===== src/rtl/kbd_scan_ctrl_if.sv =====
// Receiver-side and display-side signals of the scan-code sequencer.
// master is the controller; slave is the receiver/display environment.
interface kbd_scan_ctrl_if #(
    parameter int COUNT_W = 8
);
    logic [7:0]         ps2_data;
    logic               ps2_ready;
    logic               ps2_overflow;
    logic               nextdata_n;
    logic [7:0]         key_code;
    logic               pressing;
    logic               key_ext;
    logic               key_valid;
    logic [COUNT_W-1:0] press_count;
    logic               ovf_flag;

    modport master (
        input  ps2_data, ps2_ready, ps2_overflow,
        output nextdata_n, key_code, pressing, key_ext, key_valid, press_count, ovf_flag
    );

    modport slave (
        output ps2_data, ps2_ready, ps2_overflow,
        input  nextdata_n, key_code, pressing, key_ext, key_valid, press_count, ovf_flag
    );
endinterface


===== src/rtl/kbd_scan_ctrl.sv =====
// PS/2 scan-code sequencer: pops receiver bytes, decodes make/F0/E0 (E0 tracking under KBD_EXT_CODE_EN).
// Latency: byte is decoded 3 cycles after ps2_ready is seen; one pop per 3 cycles, waits while receiver is empty.
module kbd_scan_ctrl #(
    parameter int         COUNT_W    = 8,
    parameter logic [7:0] BREAK_CODE = 8'hF0,
    parameter logic [7:0] EXT_CODE   = 8'hE0
) (
    input  logic             clk,
    input  logic             clrn,
    kbd_scan_ctrl_if.master  bus
);
    typedef enum logic [1:0] {IDLE, POP, DECODE} state_t;

    state_t             state, state_nxt;
    logic               nextdata_n_r, nextdata_n_nxt;
    logic [7:0]         byte_reg, byte_nxt;
    logic [7:0]         key_code_r, key_code_nxt;
    logic               pressing_r, pressing_nxt;
    logic               key_valid_r, key_valid_nxt;
    logic [COUNT_W-1:0] count_r, count_nxt;
    logic               ovf_r, ovf_nxt;
    logic               break_pend, break_nxt;
`ifdef KBD_EXT_CODE_EN
    logic               ext_pend, ext_nxt;
    logic               key_ext_r, key_ext_nxt;
`endif

    logic held_match;
    assign held_match = pressing_r && (byte_reg == key_code_r);

    always_comb begin
        state_nxt      = state;
        nextdata_n_nxt = 1'b1;
        byte_nxt       = byte_reg;
        key_code_nxt   = key_code_r;
        pressing_nxt   = pressing_r;
        key_valid_nxt  = 1'b0;
        count_nxt      = count_r;
        break_nxt      = break_pend;
        ovf_nxt        = ovf_r | bus.ps2_overflow;
`ifdef KBD_EXT_CODE_EN
        ext_nxt        = ext_pend;
        key_ext_nxt    = key_ext_r;
`endif
        case (state)
            IDLE: begin
                if (bus.ps2_ready) begin
                    byte_nxt       = bus.ps2_data;
                    nextdata_n_nxt = 1'b0;
                    state_nxt      = POP;
                end
            end
            POP: state_nxt = DECODE;
            DECODE: begin
                state_nxt = IDLE;
                if (byte_reg == BREAK_CODE) begin
                    break_nxt = 1'b1;
                end else if (byte_reg == EXT_CODE) begin
`ifdef KBD_EXT_CODE_EN
                    ext_nxt = 1'b1;
`endif
                end else if (break_pend) begin
                    // Releases only the held key; breaks for other codes are dropped.
                    if (held_match) pressing_nxt = 1'b0;
                    break_nxt = 1'b0;
`ifdef KBD_EXT_CODE_EN
                    ext_nxt   = 1'b0;
`endif
                end else if (!held_match) begin
                    key_code_nxt  = byte_reg;
                    pressing_nxt  = 1'b1;
                    count_nxt     = count_r + 1'b1;
                    key_valid_nxt = 1'b1;
`ifdef KBD_EXT_CODE_EN
                    key_ext_nxt   = ext_pend;
                    ext_nxt       = 1'b0;
`endif
                end
            end
            default: state_nxt = IDLE;
        endcase
        // Overflow wins over any decode in the same cycle: prefix context is untrustworthy.
        if (bus.ps2_overflow) begin
            break_nxt = 1'b0;
`ifdef KBD_EXT_CODE_EN
            ext_nxt   = 1'b0;
`endif
        end
    end

    always_ff @(posedge clk) begin
        if (!clrn) begin
            state        <= IDLE;
            nextdata_n_r <= 1'b1;
            byte_reg     <= 8'h00;
            key_code_r   <= 8'h00;
            pressing_r   <= 1'b0;
            key_valid_r  <= 1'b0;
            count_r      <= '0;
            ovf_r        <= 1'b0;
            break_pend   <= 1'b0;
`ifdef KBD_EXT_CODE_EN
            ext_pend     <= 1'b0;
            key_ext_r    <= 1'b0;
`endif
        end else begin
            state        <= state_nxt;
            nextdata_n_r <= nextdata_n_nxt;
            byte_reg     <= byte_nxt;
            key_code_r   <= key_code_nxt;
            pressing_r   <= pressing_nxt;
            key_valid_r  <= key_valid_nxt;
            count_r      <= count_nxt;
            ovf_r        <= ovf_nxt;
            break_pend   <= break_nxt;
`ifdef KBD_EXT_CODE_EN
            ext_pend     <= ext_nxt;
            key_ext_r    <= key_ext_nxt;
`endif
        end
    end

    assign bus.nextdata_n  = nextdata_n_r;
    assign bus.key_code    = key_code_r;
    assign bus.pressing    = pressing_r;
    assign bus.key_valid   = key_valid_r;
    assign bus.press_count = count_r;
    assign bus.ovf_flag    = ovf_r;
`ifdef KBD_EXT_CODE_EN
    assign bus.key_ext     = key_ext_r;
`else
    assign bus.key_ext     = 1'b0;
`endif
endmodule


===== src/flat_wrapper.sv =====
// flat-port wrapper written by rule: the top's interface ports become plain ports
module kbd_scan_ctrl_flat 
#(
    parameter int         COUNT_W    = 8,
    parameter logic [7:0] BREAK_CODE = 8'hF0,
    parameter logic [7:0] EXT_CODE   = 8'hE0
)
  (clk, clrn, bus_ps2_data, bus_ps2_ready, bus_ps2_overflow, bus_nextdata_n, bus_key_code, bus_pressing, bus_key_ext, bus_key_valid, bus_press_count, bus_ovf_flag);
  kbd_scan_ctrl_if #(.COUNT_W(COUNT_W)) bus_i ();
  input  logic clk;
  input  logic clrn;
  input wire logic [$bits(bus_i.ps2_data)-1:0] bus_ps2_data;
  input wire logic [$bits(bus_i.ps2_ready)-1:0] bus_ps2_ready;
  input wire logic [$bits(bus_i.ps2_overflow)-1:0] bus_ps2_overflow;
  output wire logic [$bits(bus_i.nextdata_n)-1:0] bus_nextdata_n;
  output wire logic [$bits(bus_i.key_code)-1:0] bus_key_code;
  output wire logic [$bits(bus_i.pressing)-1:0] bus_pressing;
  output wire logic [$bits(bus_i.key_ext)-1:0] bus_key_ext;
  output wire logic [$bits(bus_i.key_valid)-1:0] bus_key_valid;
  output wire logic [$bits(bus_i.press_count)-1:0] bus_press_count;
  output wire logic [$bits(bus_i.ovf_flag)-1:0] bus_ovf_flag;
  assign bus_i.ps2_data = bus_ps2_data;
  assign bus_i.ps2_ready = bus_ps2_ready;
  assign bus_i.ps2_overflow = bus_ps2_overflow;
  assign bus_nextdata_n = bus_i.nextdata_n;
  assign bus_key_code = bus_i.key_code;
  assign bus_pressing = bus_i.pressing;
  assign bus_key_ext = bus_i.key_ext;
  assign bus_key_valid = bus_i.key_valid;
  assign bus_press_count = bus_i.press_count;
  assign bus_ovf_flag = bus_i.ovf_flag;
  kbd_scan_ctrl #(.COUNT_W(COUNT_W), .BREAK_CODE(BREAK_CODE), .EXT_CODE(EXT_CODE)) u_core (.clk(clk), .clrn(clrn), .bus(bus_i));
endmodule

===== config.mk =====
export PLATFORM = sky130hd
export DESIGN_NAME = kbd_scan_ctrl_flat
export DESIGN_NICKNAME = d
export VERILOG_FILES = /design/src/rtl/kbd_scan_ctrl_if.sv /design/src/rtl/kbd_scan_ctrl.sv /design/src/flat_wrapper.sv
export SDC_FILE = /design/constraint.sdc
export NUM_CORES = 1
export LEC_CHECK = 0
export BUFFER_PORTS_ARGS = -buffer_cell sky130_fd_sc_hd__clkbuf_2
export CAP_MARGIN = 5
export CORE_MARGIN = 2
export CORE_UTILIZATION = 47
export DETAILED_ROUTE_END_ITERATION = 8
export PLACE_DENSITY_LB_ADDON = 0.2
export SETUP_SLACK_MARGIN = 0.02
export SLEW_MARGIN = 20
export SYNTH_ARGS = -nofsm -noshare
export SYNTH_HDL_FRONTEND = slang
export SYNTH_SLANG_ARGS = --single-unit

===== constraint.sdc =====
create_clock -name clk -period 1.7 [get_ports clk]
set_input_delay 0.085 -clock clk [delete_from_list [all_inputs] [get_ports clk]]
set_output_delay 0.085 -clock clk [all_outputs]
set_load 0.02 [all_outputs]

==> results.ini <==
[worst_setup_path]
crit_arrival_ps=2240
r2r_slack_ps=-280
endpoint_kind=register
cp_max_fo=4
path_class=register to register
cp.required_ps=1960
setup.worst_path.start=u_core.byte_reg[7]
crit_path_start_kind=register
r2r_start=u_core.byte_reg[7]
rr_worst_depth=9

[worst_hold_path]
whs_path_depth=3
holdCritStartpoint=bus_ps2_data[5]
min_path_type=primary input to register

[cts]
clk_pin_slew_worst_paths_ps=90
h-tree-depth=2
cts.sinks=31
cts.path.max_buffers=2
clock_latency_ps=330
cts_tree=yes
cts_root_buf=clkbuf_4
numCtsBuffers=5

[floorplanning]
rows=19
start_util=0.498
core_mm2=0.00278
ios=33
die_width_um=58.3
die_area_mm2=0.00339
die-height_um=58.3

[synth]
yosysWarningCount=0
ys_ff_latch=31
synth_edf_count=0
synth_fa_ha_area_frac=0.0181
synth_area_per_cell_um2=9.75
syn_inst=142
syn_area_mm2=0.00138
yosys.cell_types.count=43
synth_simple_gate_area_frac=0.249
synthXorXnorAreaFrac=0.0633
ys_seq_area_frac=0.448
syn_nets=156
synth_top_family_by_area=simple AND/OR/NAND/NOR gates
synth_compound_area_frac=0.109
synth_ff_type=dfxtp_1
synthArstFlopShare=0
muxShareOfSynthArea=0.0651

[pwr]
ir_drop_mv=0.759
leakage_nw=0.856
power.density_mw_per_mm2=746

[global_routing]
grt_pass1_wl_um=5020
globalRouteTotalUtil=0.197
grt_pass1_vias=1178
antenna_found_initial=0
grt_max_degree=43
grt-ovfl-total=0

[sta]
maxSlewViolCount=0
relSlewSlack=0.496
max_freq_ghz=0.506
period_minus_slack_ps=1980
skew_ps=8.02
setup_viol=17
tightest_slew_ps=755
final_hold_viol_count=0
rsz0062_at_grt=true
min_period_over_period=1.16
finalWorstSetupSlack_ps=-277

[drt]
vias_per_cell=5.33
dr_total_vias=1241
antenna_left=0
wirelength_um=3230
first_pass_iters=4
drc=0
drt-initial-drc-count=33
avgRoutedWirePerCell_um=13.9

[layout]
antennaDiodeCount=0
final_common_cell=clkbuf_2
nNetsFinal=215
final_layout_size_suffix_gt1_frac=0.465
area_growth_syn_to_layout_pct=40.8
layout_common_cells=clkbuf_2 (31), buf_4 (22), dfxtp_1 (18)
final_cells=233

[placed_design]
port_buffers=31
globalplace.congestion=0.745
pre_cts_ws_ps=-266
dp_hpwl_um=2120
placedCellCount=217

[run_status]
violations=setup timing
status=complete, but fails checks

[run]
drv_cap=0

[repair_timing]
action                                  CTS  global route
hold endpoints to repair                  4             0
gates cloned                              1             0
hold buffers                              3             0
gates resized for setup                   5            24
buffers inserted                          1             4
endpoints found under the setup margin   17            18
pin swaps                                 5            15
[metrics by stage]
stage	hold WS, ps	util	instance area [um2]	setup TNS (ps)	total power, mW
2_1_floorplan	162	-	1400	-680	0.890
3_3_place_gp	276	0.610	1700	-896	0.949
3_5_place_dp	280	0.610	1700	-2830	0.955
4_1_cts	6.32	0.655	1820	-2950	1.44
5_1_grt	21.2	0.700	1950	-5170	1.52
6_report	7.34	0.700	1950	-3360	1.45
[cells in the mapped netlist (2+ instances only)]
cell type  count  area share
o31ai_1        2       0.011
dfxtp_1       31        0.45
and3b_1        2       0.013
nand2b_1       2      0.0090
buf_6          2       0.016
nand3_1       15       0.054
o21a_1         2       0.011
nor2b_1        8       0.036
or3_1          2      0.0090
o21ai_0        6       0.022
mux2i_1        9       0.065
a21boi_1       3       0.016
nand2_1       12       0.033
xor2_1         7       0.044
xnor2_1        3       0.019
and2_1         2      0.0090
ha_1           2       0.018
clkbuf_1       3      0.0081
inv_1          3      0.0081
nand4_1        3       0.014
[cell type report]
type,instances,area (um2)
Fill cell,216,833
Multi-Input combinational cell,101,808
Sequential cell,31,637
Timing Repair Buffer,59,384
Clock buffer,8,68.8
Tap cell,31,38.8
Inverter,3,11.3
[where the power goes]
part | internal, mW | switching [mW]
clock | 0.243 | 0.241
sequential | 0.752 | 0.0197
combinational | 0.0971 | 0.0999
total | 1.09 | 0.361
[cells by family after synthesis]
family,count (synthesis)
compound gates,21
flops,31
simple gates,57
buf+inv,11
fa+ha+maj,2
other cells,1
xor+xnor,10
mux,9
[critical path, stage by stage, from the launching register on]
cell	delay [ps]
dfxtp_1	360
xor2_1	150
nor3_1	80
nand4_1	130
ha_2	210
buf_4	100
nand4_1	180
buf_4	200
or3_1	320
a21boi_1	160
[worst paths after layout]
check                                            endpoint
worst max register to register  u_core.bus.press_count[3]
worst min register to register        u_core.bus.ovf_flag
worst max-delay path            u_core.bus.press_count[3]
worst min-delay path                   u_core.byte_reg[5]
[layer usage]
| layer | track usage | vias to the layer above | share of wire |
|---|---|---|---|
| met5 | 0 | - | 0 |
| met4 | 0.0764 | 0 | 0.011 |
| met3 | 0.0692 | 5 | 0.048 |
| met2 | 0.308 | 28 | 0.48 |
| met1 | 0.249 | 587 | 0.46 |
| li1 | - | 621 | - |
Power figures use the tool's default switching activity.
